===== src/rtl/sa_edge_feeder.sv =====
// Edge feeder for an output-stationary systolic array: sequences one tile
// (clear, feed K operand beats, drain the wavefront) and skews A/B lanes onto the array edges.
module sa_edge_feeder #(
  parameter int ROWS      = 4,
  parameter int COLS      = 4,
  parameter int ELEM_BITS = 8,
  parameter int KLEN_BITS = 16
) (
  input  logic                      clk,
  input  logic                      rstn,
  input  logic                      start,
  input  logic [KLEN_BITS-1:0]      k_len,
  input  logic                      vec_valid,
  output logic                      vec_ready,
  input  logic [ROWS*ELEM_BITS-1:0] a_vec,
  input  logic [COLS*ELEM_BITS-1:0] b_vec,
  output logic [ROWS*ELEM_BITS-1:0] a_edge,
  output logic [ROWS-1:0]           a_v_edge,
  output logic [COLS*ELEM_BITS-1:0] b_edge,
  output logic [COLS-1:0]           b_v_edge,
  output logic                      pe_clr,
  output logic                      pe_shift_en,
  output logic                      busy,
  output logic                      done
);

  // IDLE wait for start | CLR clear PEs | FEED accept beats | DRAIN flush wavefront
  localparam logic [1:0] S_IDLE  = 2'd0;
  localparam logic [1:0] S_CLR   = 2'd1;
  localparam logic [1:0] S_FEED  = 2'd2;
  localparam logic [1:0] S_DRAIN = 2'd3;

  localparam int                DRN_W    = $clog2(ROWS + COLS);
  localparam logic [DRN_W-1:0]  DRN_LOAD = DRN_W'(ROWS + COLS - 2);

  logic [1:0]           state_q, state_d;
  logic [KLEN_BITS-1:0] kcnt_q, kcnt_d;
  logic [DRN_W-1:0]     dcnt_q, dcnt_d;
  logic                 done_q, done_d;
  logic                 accept;

  assign vec_ready   = (state_q == S_FEED);
  assign pe_clr      = (state_q == S_CLR);
  assign pe_shift_en = (state_q == S_FEED) || (state_q == S_DRAIN);
  assign busy        = (state_q != S_IDLE);
  assign done        = done_q;
  assign accept      = vec_valid && vec_ready;

  always_comb begin
    state_d = state_q;
    kcnt_d  = kcnt_q;
    dcnt_d  = dcnt_q;
    done_d  = 1'b0;
    case (state_q)
      S_IDLE: begin
        if (start) begin
          kcnt_d  = k_len;
          state_d = S_CLR;
        end
      end
      S_CLR: begin
        dcnt_d  = DRN_LOAD;
        state_d = (kcnt_q != '0) ? S_FEED : S_DRAIN;
      end
      S_FEED: begin
        if (accept) begin
          kcnt_d = kcnt_q - KLEN_BITS'(1);
          if (kcnt_q == KLEN_BITS'(1)) begin
            state_d = S_DRAIN;
          end
        end
      end
      S_DRAIN: begin
        // ROWS+COLS-1 cycles: the counter runs DRN_LOAD down to 0 inclusive
        if (dcnt_q == '0) begin
          state_d = S_IDLE;
          done_d  = 1'b1;
        end else begin
          dcnt_d = dcnt_q - DRN_W'(1);
        end
      end
      default: state_d = S_IDLE;
    endcase
  end

  always_ff @(posedge clk) begin
    if (!rstn) begin
      state_q <= S_IDLE;
      kcnt_q  <= '0;
      dcnt_q  <= '0;
      done_q  <= 1'b0;
    end else begin
      state_q <= state_d;
      kcnt_q  <= kcnt_d;
      dcnt_q  <= dcnt_d;
      done_q  <= done_d;
    end
  end

  // Lane r gets r+1 stages so the wavefront reaches PE(r,c) at the same time from both sides.
  for (genvar r = 0; r < ROWS; r++) begin : g_a_line
    logic [ELEM_BITS-1:0] dat_q [r+1];
    logic [r:0]           vld_q;

    always_ff @(posedge clk) begin
      if (!rstn) begin
        for (int s = 0; s <= r; s++) begin
          dat_q[s] <= '0;
        end
        vld_q <= '0;
      end else if (pe_shift_en) begin
        dat_q[0] <= accept ? a_vec[r*ELEM_BITS +: ELEM_BITS] : '0;
        vld_q[0] <= accept;
        for (int s = 1; s <= r; s++) begin
          dat_q[s] <= dat_q[s-1];
          vld_q[s] <= vld_q[s-1];
        end
      end
    end

    assign a_edge[r*ELEM_BITS +: ELEM_BITS] = dat_q[r];
    assign a_v_edge[r]                      = vld_q[r];
  end

  for (genvar c = 0; c < COLS; c++) begin : g_b_line
    logic [ELEM_BITS-1:0] dat_q [c+1];
    logic [c:0]           vld_q;

    always_ff @(posedge clk) begin
      if (!rstn) begin
        for (int s = 0; s <= c; s++) begin
          dat_q[s] <= '0;
        end
        vld_q <= '0;
      end else if (pe_shift_en) begin
        dat_q[0] <= accept ? b_vec[c*ELEM_BITS +: ELEM_BITS] : '0;
        vld_q[0] <= accept;
        for (int s = 1; s <= c; s++) begin
          dat_q[s] <= dat_q[s-1];
          vld_q[s] <= vld_q[s-1];
        end
      end
    end

    assign b_edge[c*ELEM_BITS +: ELEM_BITS] = dat_q[c];
    assign b_v_edge[c]                      = vld_q[c];
  end

endmodule


===== config.mk =====
export PLATFORM = sky130hd
export DESIGN_NAME = sa_edge_feeder
export DESIGN_NICKNAME = d
export VERILOG_FILES = /design/src/rtl/sa_edge_feeder.sv
export SDC_FILE = /design/constraint.sdc
export NUM_CORES = 1
export LEC_CHECK = 0
export CAP_MARGIN = 20
export CORE_ASPECT_RATIO = 0.7
export CORE_MARGIN = 2
export CORE_UTILIZATION = 30
export DETAILED_ROUTE_END_ITERATION = 7
export SYNTH_ARGS = -nofsm -noshare
export SYNTH_HDL_FRONTEND = slang
export SYNTH_SLANG_ARGS = --single-unit

===== constraint.sdc =====
create_clock -name clk -period 15.65 [get_ports clk]
set_input_delay 2.3475 -clock clk [delete_from_list [all_inputs] [get_ports clk]]
set_output_delay 2.3475 -clock clk [all_outputs]
set_load 0.02 [all_outputs]

==> results of run 1 <==
[worst max-delay path by stage]
stage	slack (ns)	to	start
after floorplan	8.83	g_a_line[0].dat_q[0][0]	rstn
after detailed placement	10.92	g_b_line[1].dat_q[0][6]	rstn
after CTS	10.74	pe_shift_en	state_q[0]
final	10.77	pe_shift_en	state_q[0]
after global routing	10.61	pe_shift_en	state_q[0]
after global placement	10.90	g_a_line[0].dat_q[0][0]	rstn
[through the flow]
step                      instance area, um2  cells  total power (W)  hold slack (ns)  utilization
after floorplan                         7840    593          0.00112            0.466            -
after global placement                  9530   1024          0.00126            0.472        0.371
after detailed placement                9530   1024          0.00127            0.489        0.371
after CTS                              10100   1056          0.00168            0.503        0.392
after global routing                   10100   1056          0.00176            0.529        0.392
final                                  10100   1056          0.00166            0.501        0.392
[sequential cells by signal (all words and copies together) (netlist names)]
name	count
g_a_line.dat_q	80
g_b_line.dat_q	80
kcnt_q	16
dcnt_q	3
g_a_line.vld_q	3
state_q	2
done	1
g_b_line.vld_q	1
[cells in the final DEF, fill, tap and decap left out, types with 4 or more instances in the layout]
| cell | count |
|---|---|
| and2_1 | 164 |
| nor2_1 | 18 |
| o22ai_1 | 4 |
| a21boi_0 | 4 |
| nand2_1 | 25 |
| ha_1 | 9 |
| nor2b_1 | 5 |
| clkdlybuf4s50_1 | 160 |
| a21oi_1 | 16 |
| inv_1 | 12 |
| o21ai_0 | 18 |
| nor3_1 | 6 |
| a31oi_1 | 4 |
| dfxtp_1 | 26 |
| edfxtp_1 | 160 |
| nand4_1 | 6 |
| clkbuf_16 | 17 |
| buf_4 | 6 |
[worst max-delay path, stage by stage (launching register included)]
cell and delay, ns:
dfxtp_1 0.43, inv_1 0.12, ha_1 0.21, buf_4 0.23
nor2_2 0.37, inv_1 0.16, clkdlybuf4s50_1 0.58
[cell families (layout without fill, tap and decap cells)]
family | count (synthesis) | count (layout) | synth area share
flops | 186 | 186 | 0.679
compound gates | 68 | 68 | 0.0549
fa+ha+maj | 9 | 9 | 0.0144
buf+inv | 78 | 210 | 0.0560
mux | 3 | 3 | 0.00383
simple gates | 249 | 249 | 0.192
[per-layer routing]
layer / share of wire / routed length [um] / track usage / up-vias
li1: - / - / - / 2270
met1: 0.47 / 7190 / 0.154 / 2145
met2: 0.44 / 6700 / 0.166 / 119
met3: 0.069 / 1050 / 0.0436 / 15
met4: 0.014 / 209 / 0.0443 / 0
met5: 0 / 0 / 0 / -
[cell type report]
| cell class | instances | area, um2 | share of cell area |
|---|---|---|---|
| clock buffer | 19 | 433 | 0.0430 |
| clock inverter | 13 | 101 | 0.0101 |
| inverter | 12 | 45.0 | 0.00448 |
| multi-input combinational | 329 | 2100 | 0.209 |
| sequential | 186 | 5330 | 0.529 |
| tap | 331 | 414 | 0.0412 |
| timing repair buffer | 166 | 1650 | 0.164 |
[power breakdown]
group / internal [W] / total, W / switching [W]
Clock: 0.000217 / 0.000402 / 0.000184
Sequential: 0.000701 / 0.000753 / 0.0000515
Combinational: 0.000198 / 0.000504 / 0.000307
==> out/results.ini, run 1 <==
[routing]
vias = 4549
routedWlPerCell_um = 14.3
ant_nets = 0
vias_per_cell = 4.31
first_pass_iters = 4
drt_iter0_markers = 222
drcViolationCount = 0
drt_wl_total_um = 15200

[sta]
setup_ws_ns = 10.77
hold_viol_final = 0
post-route-period-util = 0.312
fin_tns_setup_ns = 0
fin_worst_skew_ns = 0.0141
relSlewSlack = 0.419
max_freq_mhz = 205
rsz0062_at_grt = no
fin_crit_ns = 4.88
worstMarginPinSlew_ns = 0.872
report.final.slew_viol_count = 0
setup_violations = 0

[floorplanning]
coreArea_um2 = 25700
dieArea_um2 = 27500
io_pins = 161
die_w_um = 197
rows = 49
floorplan.initialDensity = 0.305
die_y_um = 139

[synthesis]
ys_types = 54
yosys.area.top_type = edfxtp_1
synth-edff-count = 160
ys_ff_latch = 186
synth.top_cell.area_share = 0.613
synth_warnings = 0
synth_common_cells = and2_1, edfxtp_1, buf_4
syn_nets = 686
synth_cells = 593
async_reset_ff_frac = 0
syn_area_per_cell_um2 = 13.2
synthMostInstantiatedCell = and2_1
yosysSeqAreaShare = 0.679
synth-main-ff-cell = edfxtp_1
synth_area_um2 = 7840
synth.area.top_cells = edfxtp_1, and2_1, dfxtp_1

[layout]
nets = 805
diodes = 0
fillers = 2441
area_growth_pct = 28.3
drive_above_1_share = 0.0662

[setup_path]
r2r-end = g_b_line[3].dat_q[2][4]
cp.arrival_ns = 2.53
cp_data_required_time_ns = 13.30
r2r-start = state_q[0]
r2r_cells = 6
r2r_slack_ns = 12.83
critical_path_class = reg2out
cp-end-kind = output port
startpoint_type = flip-flop
worstPathMaxFanout = 31

[pwr]
leakage_nw = 3.67
peakVddDrop_mv = 0.0726
powerDensity_nw_per_um2 = 165

[global_routing]
overflow = 0
grt_first_pass_wirelength_um = 24000
antenna_found_initial = 0
grt_max_degree = 97
grt_pass1_vias = 4364
grt_use_total = 0.114

[worst_hold_path]
hold_end = g_b_line[3].vld_q[3]
hold_class = reg2reg
hold_start = g_b_line[3].vld_q[3]
worstHoldPathCells = 2

[clock_tree]
path_clk_slew_ns = 0.07
cts-buffers-inserted = 17
clk_latency_ns = 0.43
clock_path_buffers = 2
root_buffer = clkbuf_16
cts_hold_buffers = 0
clock-sinks = 186
h-tree-depth = 4
post-cts-setup-buffers = 0
post_cts_resized = 0
cts_tree = yes

[placed_design]
place_congestion = 0.831
dp_hpwl_um = 9700
placement.io_buffers = 160
place_ws_ns = 10.92

[run]
cap_violations = 0

[run_status]
outcome = completed

(Power assumes the default switching activity.)
==> inputs of run 2 (changes only) <==
==> constraint.sdc (replaced) <==
create_clock -name clk -period 4.9 [get_ports clk]
set_input_delay 0.735 -clock clk [delete_from_list [all_inputs] [get_ports clk]]
set_output_delay 0.735 -clock clk [all_outputs]
set_load 0.02 [all_outputs]
==> run 2 against run 1 <==
Clock skew down 0.00078 ns. Highest routed layer unchanged. Via count up 0.40%. Flip-flop and latch count unchanged. Clock power increased to 3.3 times the previous value. Power grew to 3.2 times the previous value. Utilization rose by 0.26 points. Die area unchanged. Non-clock buffer count is 1 higher. Setup slack worse by 9.2 ns.
==> out/results.ini, run 2 (synthesis results as in run 1) <==
[layout]
drive_above_1_share = 0.0689  ; was 0.0662
diodes = 0  ; unchanged
nets = 806  ; was 805
final_cell_mix = and2_1, edfxtp_1, clkdlybuf4s50_1  ; unchanged
reg.largest.list = g_a_line.dat_q x80, g_b_line.dat_q x80, kcnt_q x16  ; unchanged
final_common_cell = and2_1  ; unchanged
area_growth_pct = 29.2  ; was 28.3%

[routing]
drcViolationCount = 0  ; unchanged
vias_per_cell = 4.32  ; was 4.31
drt_iter0_markers = 257  ; was 222
routedWlPerCell_um = 14.2  ; was 14.3 um
first_pass_iters = 5  ; was 4
drt_wl_total_um = 15000  ; was 15200 um
vias = 4567  ; was 4549
ant_nets = 0  ; unchanged

[placed_design]
place_ws_ns = 1.98  ; was 10.92 ns
placement.io_buffers = 160  ; unchanged
dp_hpwl_um = 10100  ; was 9700 um
place_congestion = 0.854  ; was 0.831

[clock_tree]
root_buffer = clkbuf_16  ; unchanged
clock_path_buffers = 2  ; unchanged
post_cts_resized = 0  ; unchanged
h-tree-depth = 4  ; unchanged
cts-buffers-inserted = 17  ; unchanged
clk_latency_ns = 0.43  ; about the same
clock-sinks = 186  ; unchanged
cts_tree = yes  ; unchanged
cts_hold_buffers = 0  ; unchanged
post-cts-setup-buffers = 0  ; unchanged
path_clk_slew_ns = 0.07  ; about the same

[setup_path]
worst-path-buf-inv = 4  ; unchanged
r2r-start = state_q[0]  ; unchanged
worstPathCellList = inv_1 > ha_1 > buf_4 > nor2_2 > inv_1 > clkdlybuf4s50_1  ; unchanged
r2r_slack_ns = 2.37  ; was 12.83 ns
worstPathMaxFanout = 31  ; unchanged
cp.depth = 6  ; unchanged
cp_slowest_stage_delay_ns = 0.57  ; was 0.58 ns
cp_data_required_time_ns = 4.16  ; was 13.30 ns
startpoint_type = flip-flop  ; unchanged
cp-end-kind = output port  ; unchanged
cp.arrival_ns = 2.60  ; was 2.53 ns
cp_common_cell = inv_1  ; unchanged
crit_family = buffers and inverters  ; unchanged
crit_slowest_cell = clkdlybuf4s50_1  ; unchanged
r2r_cells = 6  ; unchanged
r2r-end = g_b_line[2].dat_q[0][20]  ; was g_b_line[3].dat_q[2][4]
critical_path_class = reg2out  ; unchanged

[sta]
report.final.slew_viol_count = 0  ; unchanged
fin_worst_skew_ns = 0.0133  ; was 0.0141 ns
hold_viol_final = 0  ; unchanged
setup_ws_ns = 1.56  ; was 10.77 ns
rsz0062_at_grt = no  ; unchanged
relSlewSlack = 0.354  ; was 0.419
setup_violations = 0  ; unchanged
fin_crit_ns = 3.34
post-route-period-util = 0.681
max_freq_mhz = 300
fin_tns_setup_ns = 0  ; unchanged
worstMarginPinSlew_ns = 0.969  ; was 0.872 ns

[worst_hold_path]
hold_start = g_b_line[1].dat_q[0][0]  ; was g_b_line[3].vld_q[3]
worstHoldPathCells = 1  ; was 2
hold_class = reg2reg  ; unchanged
hold_end = g_b_line[1].dat_q[0][8]  ; was g_b_line[3].vld_q[3]

[global_routing]
grt_pass1_vias = 4328  ; was 4364
overflow = 0  ; unchanged
grt_use_total = 0.112  ; was 0.114
antenna_found_initial = 0  ; unchanged
grt_max_degree = 78  ; was 97
grt_first_pass_wirelength_um = 23500  ; was 24000 um

[run_status]
outcome = completed  ; unchanged

[floorplanning]
floorplan.initialDensity = 0.305  ; unchanged
dieArea_um2 = 27500  ; unchanged
io_pins = 161  ; unchanged
rows = 49  ; unchanged
die_y_um = 139  ; unchanged
die_w_um = 197  ; unchanged
coreArea_um2 = 25700  ; unchanged

[pwr]
leakage_nw = 3.70  ; was 3.67 nW
powerDensity_nw_per_um2 = 530  ; was 165 nW/um2
peakVddDrop_mv = 0.230  ; was 0.0726 mV

[run]
cap_violations = 0  ; unchanged

[run 2: worst max-delay path by stage]
stage	startpoint	endpoint	slack, ns
6_report	state_q[0]	pe_shift_en	1.56
5_1_grt	state_q[0]	pe_shift_en	1.40
4_1_cts	state_q[0]	pe_shift_en	1.51
3_5_place_dp	state_q[0]	pe_shift_en	1.98
3_3_place_gp	state_q[0]	pe_shift_en	2.07
2_1_floorplan	rstn	g_a_line[0].dat_q[0][0]	1.30
[run 2: area by class of cell]
class	instances	area, um2
Fill cell	2432	15600
Sequential cell	186	5330
Multi-Input combinational cell	329	2110
Timing Repair Buffer	167	1670
Clock buffer	17	425
Tap cell	331	414
Clock inverter	15	146
Inverter	12	45.0
[run 2: metrics by stage]
| stage | power (W) | util | std cells | hold slack (ns) | instance area, um2 |
|---|---|---|---|---|---|
| floorplan | 0.00354 | - | 593 | 0.466 | 7850 |
| global placement | 0.00406 | 0.372 | 1025 | 0.491 | 9560 |
| detailed placement | 0.00408 | 0.372 | 1025 | 0.499 | 9560 |
| CTS | 0.00544 | 0.394 | 1057 | 0.509 | 10100 |
| global route | 0.00567 | 0.394 | 1057 | 0.533 | 10100 |
| finish | 0.00537 | 0.394 | 1057 | 0.506 | 10100 |
[run 2: power breakdown]
group          total, W  internal [W]  switching (W)
Combinational   0.00162      0.000644       0.000979
Sequential      0.00241       0.00224       0.000170
Clock           0.00133      0.000749       0.000585
[run 2: routing by layer]
layer	up-vias	share of wire	wire length, um	track usage
met5	-	0	0	0
met4	0	0.023	348	0.0479
met3	19	0.069	1040	0.0397
met2	135	0.45	6700	0.165
met1	2130	0.46	6890	0.149
li1	2283	-	-	-
[run 2: worst register-to-register path: stages (launching register included)]
cell and delay, ns:
dfxtp_1 0.35, inv_1 0.14, ha_1 0.17, buf_4 0.31, nor2_2 0.19, nand2_8 0.17
buf_4 0.73
